[config.mk]
export PLATFORM = sky130hd
export DESIGN_NAME = product_accumulator
export DESIGN_NICKNAME = d
export VERILOG_FILES = /design/src/rtl/product_accumulator.sv
export SDC_FILE = /design/constraint.sdc
export NUM_CORES = 1
export LEC_CHECK = 0
export ABC_AREA = 1
export BUFFER_PORTS_ARGS = -buffer_cell sky130_fd_sc_hd__buf_2
export CORE_MARGIN = 2
export CORE_UTILIZATION = 40
export CTS_BUF_LIST = sky130_fd_sc_hd__clkbuf_2 sky130_fd_sc_hd__clkbuf_4 sky130_fd_sc_hd__clkbuf_8
export CTS_CLUSTER_SIZE = 28
export DETAILED_ROUTE_END_ITERATION = 8
export GPL_TIMING_DRIVEN = 0
export PLACE_DENSITY_LB_ADDON = 0.3
export SLEW_MARGIN = 20
export SYNTH_ARGS = -nofsm -noshare
export SYNTH_HDL_FRONTEND = slang
export SYNTH_SLANG_ARGS = --single-unit
[constraint.sdc]
create_clock -name clk -period 2.34 [get_ports clk]
set_clock_uncertainty 0.05 [all_clocks]
set_input_delay 0.234 -clock clk [delete_from_list [all_inputs] [get_ports clk]]
set_output_delay 0.234 -clock clk [all_outputs]
set_load 0.05 [all_outputs]
[src/rtl/product_accumulator.sv]
// Saturating dot-product accumulator: sums LEN signed products from the upstream
// multiplier and presents the result over a valid/ready handshake.
module product_accumulator #(
  parameter int unsigned N     = 5,
  parameter int unsigned ACC_W = 16,
  parameter int unsigned LEN   = 4
) (
  input  logic                    clk,
  input  logic                    rst_n,
  input  logic                    clear,
  input  logic                    in_valid,
  output logic                    in_ready,
  input  logic [2*N-1:0]          product,
  output logic                    out_valid,
  input  logic                    out_ready,
  output logic signed [ACC_W-1:0] out_sum,
  output logic                    out_ovf
);

  typedef enum logic [1:0] {StIdle, StAccum, StDone} state_e;

  localparam logic [ACC_W-1:0] MaxVal = {1'b0, {(ACC_W-1){1'b1}}};
  localparam logic [ACC_W-1:0] MinVal = {1'b1, {(ACC_W-1){1'b0}}};
  localparam logic [7:0]       LenCnt = 8'(LEN);

  state_e                  state_q;
  logic [ACC_W-1:0]        acc_q;
  logic [7:0]              cnt_q;
  logic                    ovf_q;
  logic                    in_ready_q;
  logic                    out_valid_q;
  logic signed [ACC_W-1:0] out_sum_q;
  logic                    out_ovf_q;

  logic [ACC_W:0]   sum_wide;
  logic [ACC_W-1:0] acc_next;
  logic             clamp;
  logic             accept;
  logic             last;

  // One guard bit is enough: a disagreeing top pair of bits means the true sum left the range.
  always_comb begin
    sum_wide = {acc_q[ACC_W-1], acc_q} + {{(ACC_W+1-2*N){product[2*N-1]}}, product};
    clamp    = sum_wide[ACC_W] != sum_wide[ACC_W-1];
    acc_next = sum_wide[ACC_W-1:0];
    if (clamp) acc_next = sum_wide[ACC_W] ? MinVal : MaxVal;
    accept   = in_valid && in_ready_q;
    last     = (cnt_q + 8'd1) == LenCnt;
  end

  always_ff @(posedge clk or negedge rst_n) begin
    if (!rst_n) begin
      state_q     <= StIdle;
      acc_q       <= '0;
      cnt_q       <= '0;
      ovf_q       <= 1'b0;
      in_ready_q  <= 1'b0;
      out_valid_q <= 1'b0;
      out_sum_q   <= '0;
      out_ovf_q   <= 1'b0;
    end else if (clear) begin
      state_q     <= StIdle;
      acc_q       <= '0;
      cnt_q       <= '0;
      ovf_q       <= 1'b0;
      in_ready_q  <= 1'b1;
      out_valid_q <= 1'b0;
    end else begin
      unique case (state_q)
        StIdle, StAccum: begin
          in_ready_q <= 1'b1;
          if (accept) begin
            acc_q <= acc_next;
            cnt_q <= cnt_q + 8'd1;
            ovf_q <= ovf_q | clamp;
            if (last) begin
              state_q     <= StDone;
              in_ready_q  <= 1'b0;
              out_valid_q <= 1'b1;
              out_sum_q   <= acc_next;
              out_ovf_q   <= ovf_q | clamp;
            end else begin
              state_q <= StAccum;
            end
          end
        end
        StDone: begin
          if (out_ready) begin
            state_q     <= StIdle;
            acc_q       <= '0;
            cnt_q       <= '0;
            ovf_q       <= 1'b0;
            in_ready_q  <= 1'b1;
            out_valid_q <= 1'b0;
          end
        end
        default: state_q <= StIdle;
      endcase
    end
  end

  assign in_ready  = in_ready_q;
  assign out_valid = out_valid_q;
  assign out_sum   = out_sum_q;
  assign out_ovf   = out_ovf_q;

endmodule

==> results of run 1 <==
-- stage by stage --
| stage | setup TNS [ps] | worst slack (ps) | power (mW) | instance area, µm² |
|---|---|---|---|---|
| 6_report | 0 | 129 | 4.77 | 3600 |
| 5_1_grt | -27.5 | -13.4 | 5.17 | 3600 |
| 4_1_cts | 0 | 12.3 | 4.54 | 3450 |
| 3_5_place_dp | -966 | -82.8 | 3.90 | 3320 |
| 3_3_place_gp | -50.6 | -29.2 | 3.86 | 3320 |
| 2_1_floorplan | 0 | 235 | 3.28 | 3030 |
-- cells by family (layout without fill, tap and decap cells) --
logic type,after synthesis,count (layout),synth area share
xor gates and xnor gates,12,12,0.0347
and+or+nand+nor,246,246,0.362
buffers and inverters,51,98,0.0718
AOI/OAI and AO/OA,40,40,0.0751
DFF,46,46,0.380
adders and majority gates,18,18,0.0767
-- what timing repair did --
item / 4_1_cts / 5_1_grt
hold buffers: 0 / 1
resized for setup: 3 / 19
buffers inserted: 0 / 4
setup endpoints to repair: 21 / 31
pin swaps: 0 / 8
endpoints found under the hold margin: 0 / 46
cloned: 0 / 1
-- layer usage --
layer / routed length (µm) / vias to the layer above
li1: - / 1406
met1: 3410 / 1260
met2: 3340 / 42
met3: 230 / 12
met4: 125 / 0
met5: 0 / -
-- flip-flops by register name (all words and copies together) (netlist names) --
signal / flops
acc_q: 16
cnt_q: 8
in_ready: 1
out_ovf: 1
out_sum: 16
out_valid: 1
ovf_q: 1
state_q: 2
-- cells in the final DEF (no fill, tap or decap), types with 2 or more instances in the layout --
cell,instances
nor2_4,2
xnor2_1,6
inv_1,39
ha_4,2
o22ai_1,4
o21ai_1,2
nand3_2,3
xor2_1,6
nand3_1,29
nand2_4,7
nand4_1,3
nor2_1,18
and2_1,3
buf_2,35
ha_1,14
o21ai_2,4
dfrtp_1,46
nand2_1,161
clkinv_2,2
inv_2,4
clkbuf_8,5
o21ai_0,12
buf_4,7
a21oi_2,4
nand2_2,11
nand3b_1,2
a21oi_1,12
-- cells in the mapped netlist, types with 2 or more instances --
library cell  number  area share
nand2_1          164        0.20
nand2_2           13       0.027
o21ai_1            2      0.0033
xnor2_1            6       0.017
ha_1              17       0.070
xor2_1             6       0.017
buf_6              2      0.0074
o22ai_1            4      0.0082
o21ai_2            3      0.0087
nand4_1            3      0.0062
and2_1             3      0.0062
nand3_1           30       0.050
dfrtp_1           46        0.38
nand3_2            2      0.0066
nand2_4            3       0.011
buf_4              2      0.0049
inv_1             39       0.048
nand3b_1           2      0.0049
nor2_4             2      0.0074
buf_2              3      0.0049
nor2_1            18       0.022
o21ai_0           13       0.021
inv_2              4      0.0049
a21oi_1           15       0.025
-- power groups by stage --
stage               sequential, mW  combinational (mW)  clock (mW)
floorplan                     1.69                1.59           0
global placement              1.24                2.62           0
detailed placement            1.25                2.65           0
CTS                           1.24                2.70       0.595
global route                  1.27                3.27       0.625
finish                        1.24                2.94       0.585
-- area by class of cell --
type	count	share of cell area
multi-input cells	316	0.488
flip-flops and latches	46	0.320
repair buffers	39	0.0647
inverters	43	0.0449
well taps	99	0.0344
clock buffers	5	0.0191
plain buffers	8	0.0181
clock inverters	3	0.0111
-- worst min path at each step --
stage / start / end / slack, ps / cells after the start
final: out_ready / state_q[1] / 170 / 4
after global routing: out_ready / state_q[1] / 180 / 4
after CTS: rst_n / cnt_q[4] / 90 / 1
after detailed placement: out_valid / out_valid / 400 / 2
after global placement: out_valid / out_valid / 400 / 2
after floorplan: rst_n / acc_q[0] / -110 / 0
-- worst register-to-register path, stage by stage (launching register included) --
cell	delay, ps
dfrtp_1	410
ha_1	360
nand2_1	150
inv_1	60
a21oi_1	170
nand2_2	110
nand2_2	90
nand2_1	80
nand2_2	80
nand2_4	80
nand2_8	130
clkbuf_16	160
nand2_2	50
nand3_1	80
nand2_1	50
==> impl_metrics.json, run 1 <==
{
  "cts_inserted_buffers": 5,
  "regArea_um2": 1150,
  "grt-ovfl-total": 0,
  "worstPathArrival_ps": 2350,
  "synth_nets": 446,
  "busiest_layer": "met2",
  "h-tree-depth": 2,
  "fin_nets": 492,
  "grt_use_met2": 0.287,
  "cp_num_buf_inv": 2,
  "async_flop_share": 1.00,
  "max_stage_delay_ps": 410,
  "drcViolationCount": 0,
  "cts-root-buf": "clkbuf_8",
  "initial_core_util": 0.416,
  "grt_util_met1": 0.243,
  "worstMarginPinSlew_ps": 578,
  "coreArea_um2": 7290,
  "cts_max_path_buffers": 2,
  "synthFlopType": "dfrtp_1",
  "crit_chain": "ha_1 -> nand2_1 -> inv_1 -> a21oi_1 -> nand2_2 -> nand2_2 -> nand2_1 -> nand2_2 -> nand2_4 -> nand2_8 -> clkbuf_16 -> nand2_2 -> nand3_1 -> nand2_1",
  "ys_ff_latch": 46,
  "share_seq_of_total_power": 0.261,
  "p_leak_nw": 1.98,
  "drtIter0Drc": 183,
  "cts.clk_slew.worst_paths_ps": 90,
  "num_vias": 2720,
  "post-route-util": 0.493,
  "die_h_um": 91.1,
  "synth_area_per_cell_um2": 7.34,
  "final_max_slew_viol_count": 0,
  "post_drt_wl_per_cell_um": 12.7,
  "p_clk_frac": 0.123,
  "crit_type": "flop to flop",
  "grt_first_pass_wirelength_um": 11900,
  "r2r_cells": 14,
  "die-width_um": 91.1,
  "slowest_stage": "dfrtp_1",
  "p_sw_frac": 0.504,
  "antenna_found_initial": 0,
  "use_met3": 0.0299,
  "p_per_area_nw_per_um2": 1330,
  "r2r-end": "out_sum[3]",
  "outcome": "completed",
  "fmax_mhz": 452,
  "dp.cells": 545,
  "cp_max_fo": 8,
  "via_per_inst": 4.87,
  "ys_types": 35,
  "r2r-start": "acc_q[6]",
  "final_cell_count_no_fill": 559,
  "min_period_ps": 2210,
  "hold_class": "primary input to flop",
  "ir_worst_vdd_uv": 941,
  "first_global_vias": 2543,
  "clk_latency_ps": 290,
  "critPathRequiredTime_ps": 2480,
  "multi_input_area_um2": 1760,
  "syn2layout_area_growth_pct": 18.6,
  "die_area_um2": 8290,
  "holdWs_ps": 170,
  "p_int_mw": 2.37,
  "synth-edff-count": 0,
  "reg2reg_slack_ps": 130,
  "synthesis.area_um2": 3030,
  "crit_path_end_kind": "flop",
  "rows": 31,
  "drive_above_1_share": 0.209,
  "firstDrtPassIters": 4,
  "yosys_warnings": 0,
  "grtUsageTotal": 0.176,
  "period_share": 0.945,
  "cp.depth": 14,
  "numPortBuffers": 33,
  "io_pins": 34,
  "p_comb_frac": 0.617,
  "fillers": 790,
  "num_antenna_cells": 0,
  "switching_power_mw": 2.40,
  "cts.sinks": 46,
  "slew_headroom": 0.615,
  "synthCells": 413,
  "cts_tree": "yes",
  "antenna_left": 0,
  "critPathLaunchType": "flop",
  "final-hold-violation-count": 0,
  "endpoint": "out_sum[3]",
  "place_congestion": 0.929,
  "crit_path_start": "acc_q[6]",
  "crit_top_cell": "nand2_2",
  "drt_wl_total_um": 7110,
  "cap_violations": 0,
  "grt_start_max_net_pins": 47,
  "setup_viol": 0,
  "crit_family": "simple AND/OR/NAND/NOR gates",
  "dp_hpwl_um": 5350,
  "yosysSeqAreaShare": 0.380
}
Note: power is estimated with default switching activity, not from simulation.
==> inputs of run 2 (changes only) <==
--- a/config.mk
+++ b/config.mk
@@ -8,7 +8,7 @@
 export ABC_AREA = 1
 export BUFFER_PORTS_ARGS = -buffer_cell sky130_fd_sc_hd__buf_2
 export CORE_MARGIN = 2
-export CORE_UTILIZATION = 40
+export CORE_UTILIZATION = 53
 export CTS_BUF_LIST = sky130_fd_sc_hd__clkbuf_2 sky130_fd_sc_hd__clkbuf_4 sky130_fd_sc_hd__clkbuf_8
 export CTS_CLUSTER_SIZE = 28
 export DETAILED_ROUTE_END_ITERATION = 8
==> run 2 against run 1 <==
Worst setup slack worse by 28 ps. Hold slack hardly changed. Total power up 1.4%. Critical path type unchanged. Critical endpoint is now acc_q[12]. Die area is 24% lower. Design area decreased by 0.56%. Combinational power rose by 2%. Largest cell class unchanged.
==> impl_metrics.json, run 2 (same netlist as run 1, synthesis figures left out) <==
{
  "cts.sinks": 46,
  "p_per_area_nw_per_um2": 1350,
  "cap_violations": 0,
  "fin_nets": 493,
  "cts_max_path_buffers": 2,
  "place_congestion": 0.882,
  "min_period_ps": 2240,
  "cts_inserted_buffers": 5,
  "fillers": 491,
  "hold_depth": 4,
  "first_global_vias": 2536,
  "cp_max_fo": 6,
  "reg2reg_slack_ps": 100,
  "syn2layout_area_growth_pct": 18.0,
  "slew_headroom": 0.615,
  "regArea_um2": 1150,
  "rows": 27,
  "outcome": "completed",
  "finalPower_mw": 4.84,
  "drtIter0Drc": 222,
  "final_cell_count_no_fill": 533,
  "critPathRequiredTime_ps": 2480,
  "final-hold-violation-count": 0,
  "h-tree-depth": 2,
  "crit_type": "flop to flop",
  "rsz0062_at_grt": "true",
  "fmax_mhz": 447,
  "r2r_cells": 15,
  "grt-ovfl-total": 0,
  "p_leak_nw": 1.96,
  "r2r-end": "acc_q[12]",
  "min-delay-start": "out_ready",
  "mostFrequentLayoutCell": "nand2_1",
  "dp.cells": 518,
  "numPortBuffers": 33,
  "worstPathArrival_ps": 2380,
  "final_cell_mix": "nand2_1, dfrtp_1, inv_1, buf_2, nand3_1",
  "dp_hpwl_um": 5160,
  "drcViolationCount": 0,
  "period_share": 0.957,
  "r2r-start": "acc_q[0]",
  "setup_viol": 0,
  "antenna_found_initial": 0,
  "firstDrtPassIters": 4,
  "cts-root-buf": "clkbuf_8",
  "coreArea_um2": 5510,
  "initial_core_util": 0.551,
  "num_vias": 2779,
  "antenna_left": 0,
  "min_to": "state_q[1]",
  "clk_latency_ps": 310,
  "grtUsageTotal": 0.232,
  "cts_tree": "yes",
  "critPathLaunchType": "flop",
  "via_per_inst": 5.21,
  "cts.clk_slew.worst_paths_ps": 90,
  "post_drt_wl_per_cell_um": 13.2,
  "drt_wl_total_um": 7060,
  "grt_start_max_net_pins": 47,
  "die_h_um": 79.6,
  "worstMarginPinSlew_ps": 578,
  "die_area_um2": 6340,
  "multi_input_area_um2": 1760,
  "drive_above_1_share": 0.228,
  "hold_class": "primary input to flop",
  "grt_first_pass_wirelength_um": 11500,
  "ir_worst_vdd_uv": 1010,
  "post-place-ws_ps": -39.1,
  "crit_path_end_kind": "flop",
  "die-width_um": 79.6,
  "io_pins": 34,
  "setup_slack_ps": 101,
  "num_antenna_cells": 0,
  "final_max_slew_viol_count": 0
}
## run 2: cell types whose count changed in the layout (fill, tap and decap cells not counted), sizes merged
cell / previous run / this run
buf: 44 / 46
clkbuf: 7 / 6
## run 2: layout make-up
class,count,share of cell area
Multi-Input combinational cell,316,0.492
Sequential cell,46,0.322
Timing Repair Buffer,40,0.0678
Inverter,43,0.0451
Tap cell,72,0.0252
Clock buffer,5,0.0192
Buffer,8,0.0178
Clock inverter,3,0.0112
## run 2: critical path, cell delays in order, from the launching register on
cell,delay [ps]
dfrtp_1,420
ha_4,180
fa_2,400
nand2_2,70
nand2_2,60
nand3_2,80
nand2_2,80
nand2_2,110
nand2_2,70
nand2_2,80
nand2_4,90
nand2_8,110
buf_8,140
nand2_2,70
nand3_1,70
nand2_1,60
## run 2: per-stage QoR
step	util	TNS [ps]	instance area, µm²	hold WS [ps]
6_report	0.650	0	3580	170
5_1_grt	0.650	-119	3580	197
4_1_cts	0.626	0	3450	84.2
3_5_place_dp	0.597	-115	3290	410
3_3_place_gp	0.597	-5.29	3290	401
2_1_floorplan	-	0	3030	-112
## run 2: worst max-delay path by stage
stage | end | slack [ps] | cells past startpoint | startpoint
2_1_floorplan | out_sum[12] | 230 | 15 | acc_q[0]
3_3_place_gp | out_sum[9] | -5 | 15 | acc_q[0]
3_5_place_dp | out_sum[9] | -40 | 15 | acc_q[0]
4_1_cts | out_sum[3] | 8 | 15 | acc_q[0]
5_1_grt | out_sum[8] | -30 | 13 | acc_q[10]
6_report | acc_q[12] | 100 | 15 | acc_q[0]
## run 2: timing repair
action / in CTS / in global routing
setup endpoints to repair: 20 / 28
gates resized for setup: 4 / 24
setup buffers: 0 / 5
hold buffers: 0 / 1
gates cloned: 1 / 0
hold endpoints to repair: 0 / 46
pin swaps: 0 / 8
## run 2: where the power goes
| part | total (mW) | switching (mW) | internal (mW) |
|---|---|---|---|
| sequential | 1.25 | 0.183 | 1.06 |
| combinational | 3.00 | 1.97 | 1.02 |
| clock | 0.590 | 0.276 | 0.315 |
## run 2: per-layer routing
metal / global-route usage / routed length [µm] / up-vias
met5: 0 / 0 / -
met2: 0.366 / 3420 / 60
met4: 0.0690 / 88 / 0
met3: 0.0305 / 315 / 10
met1: 0.335 / 3240 / 1300
li1: - / - / 1409
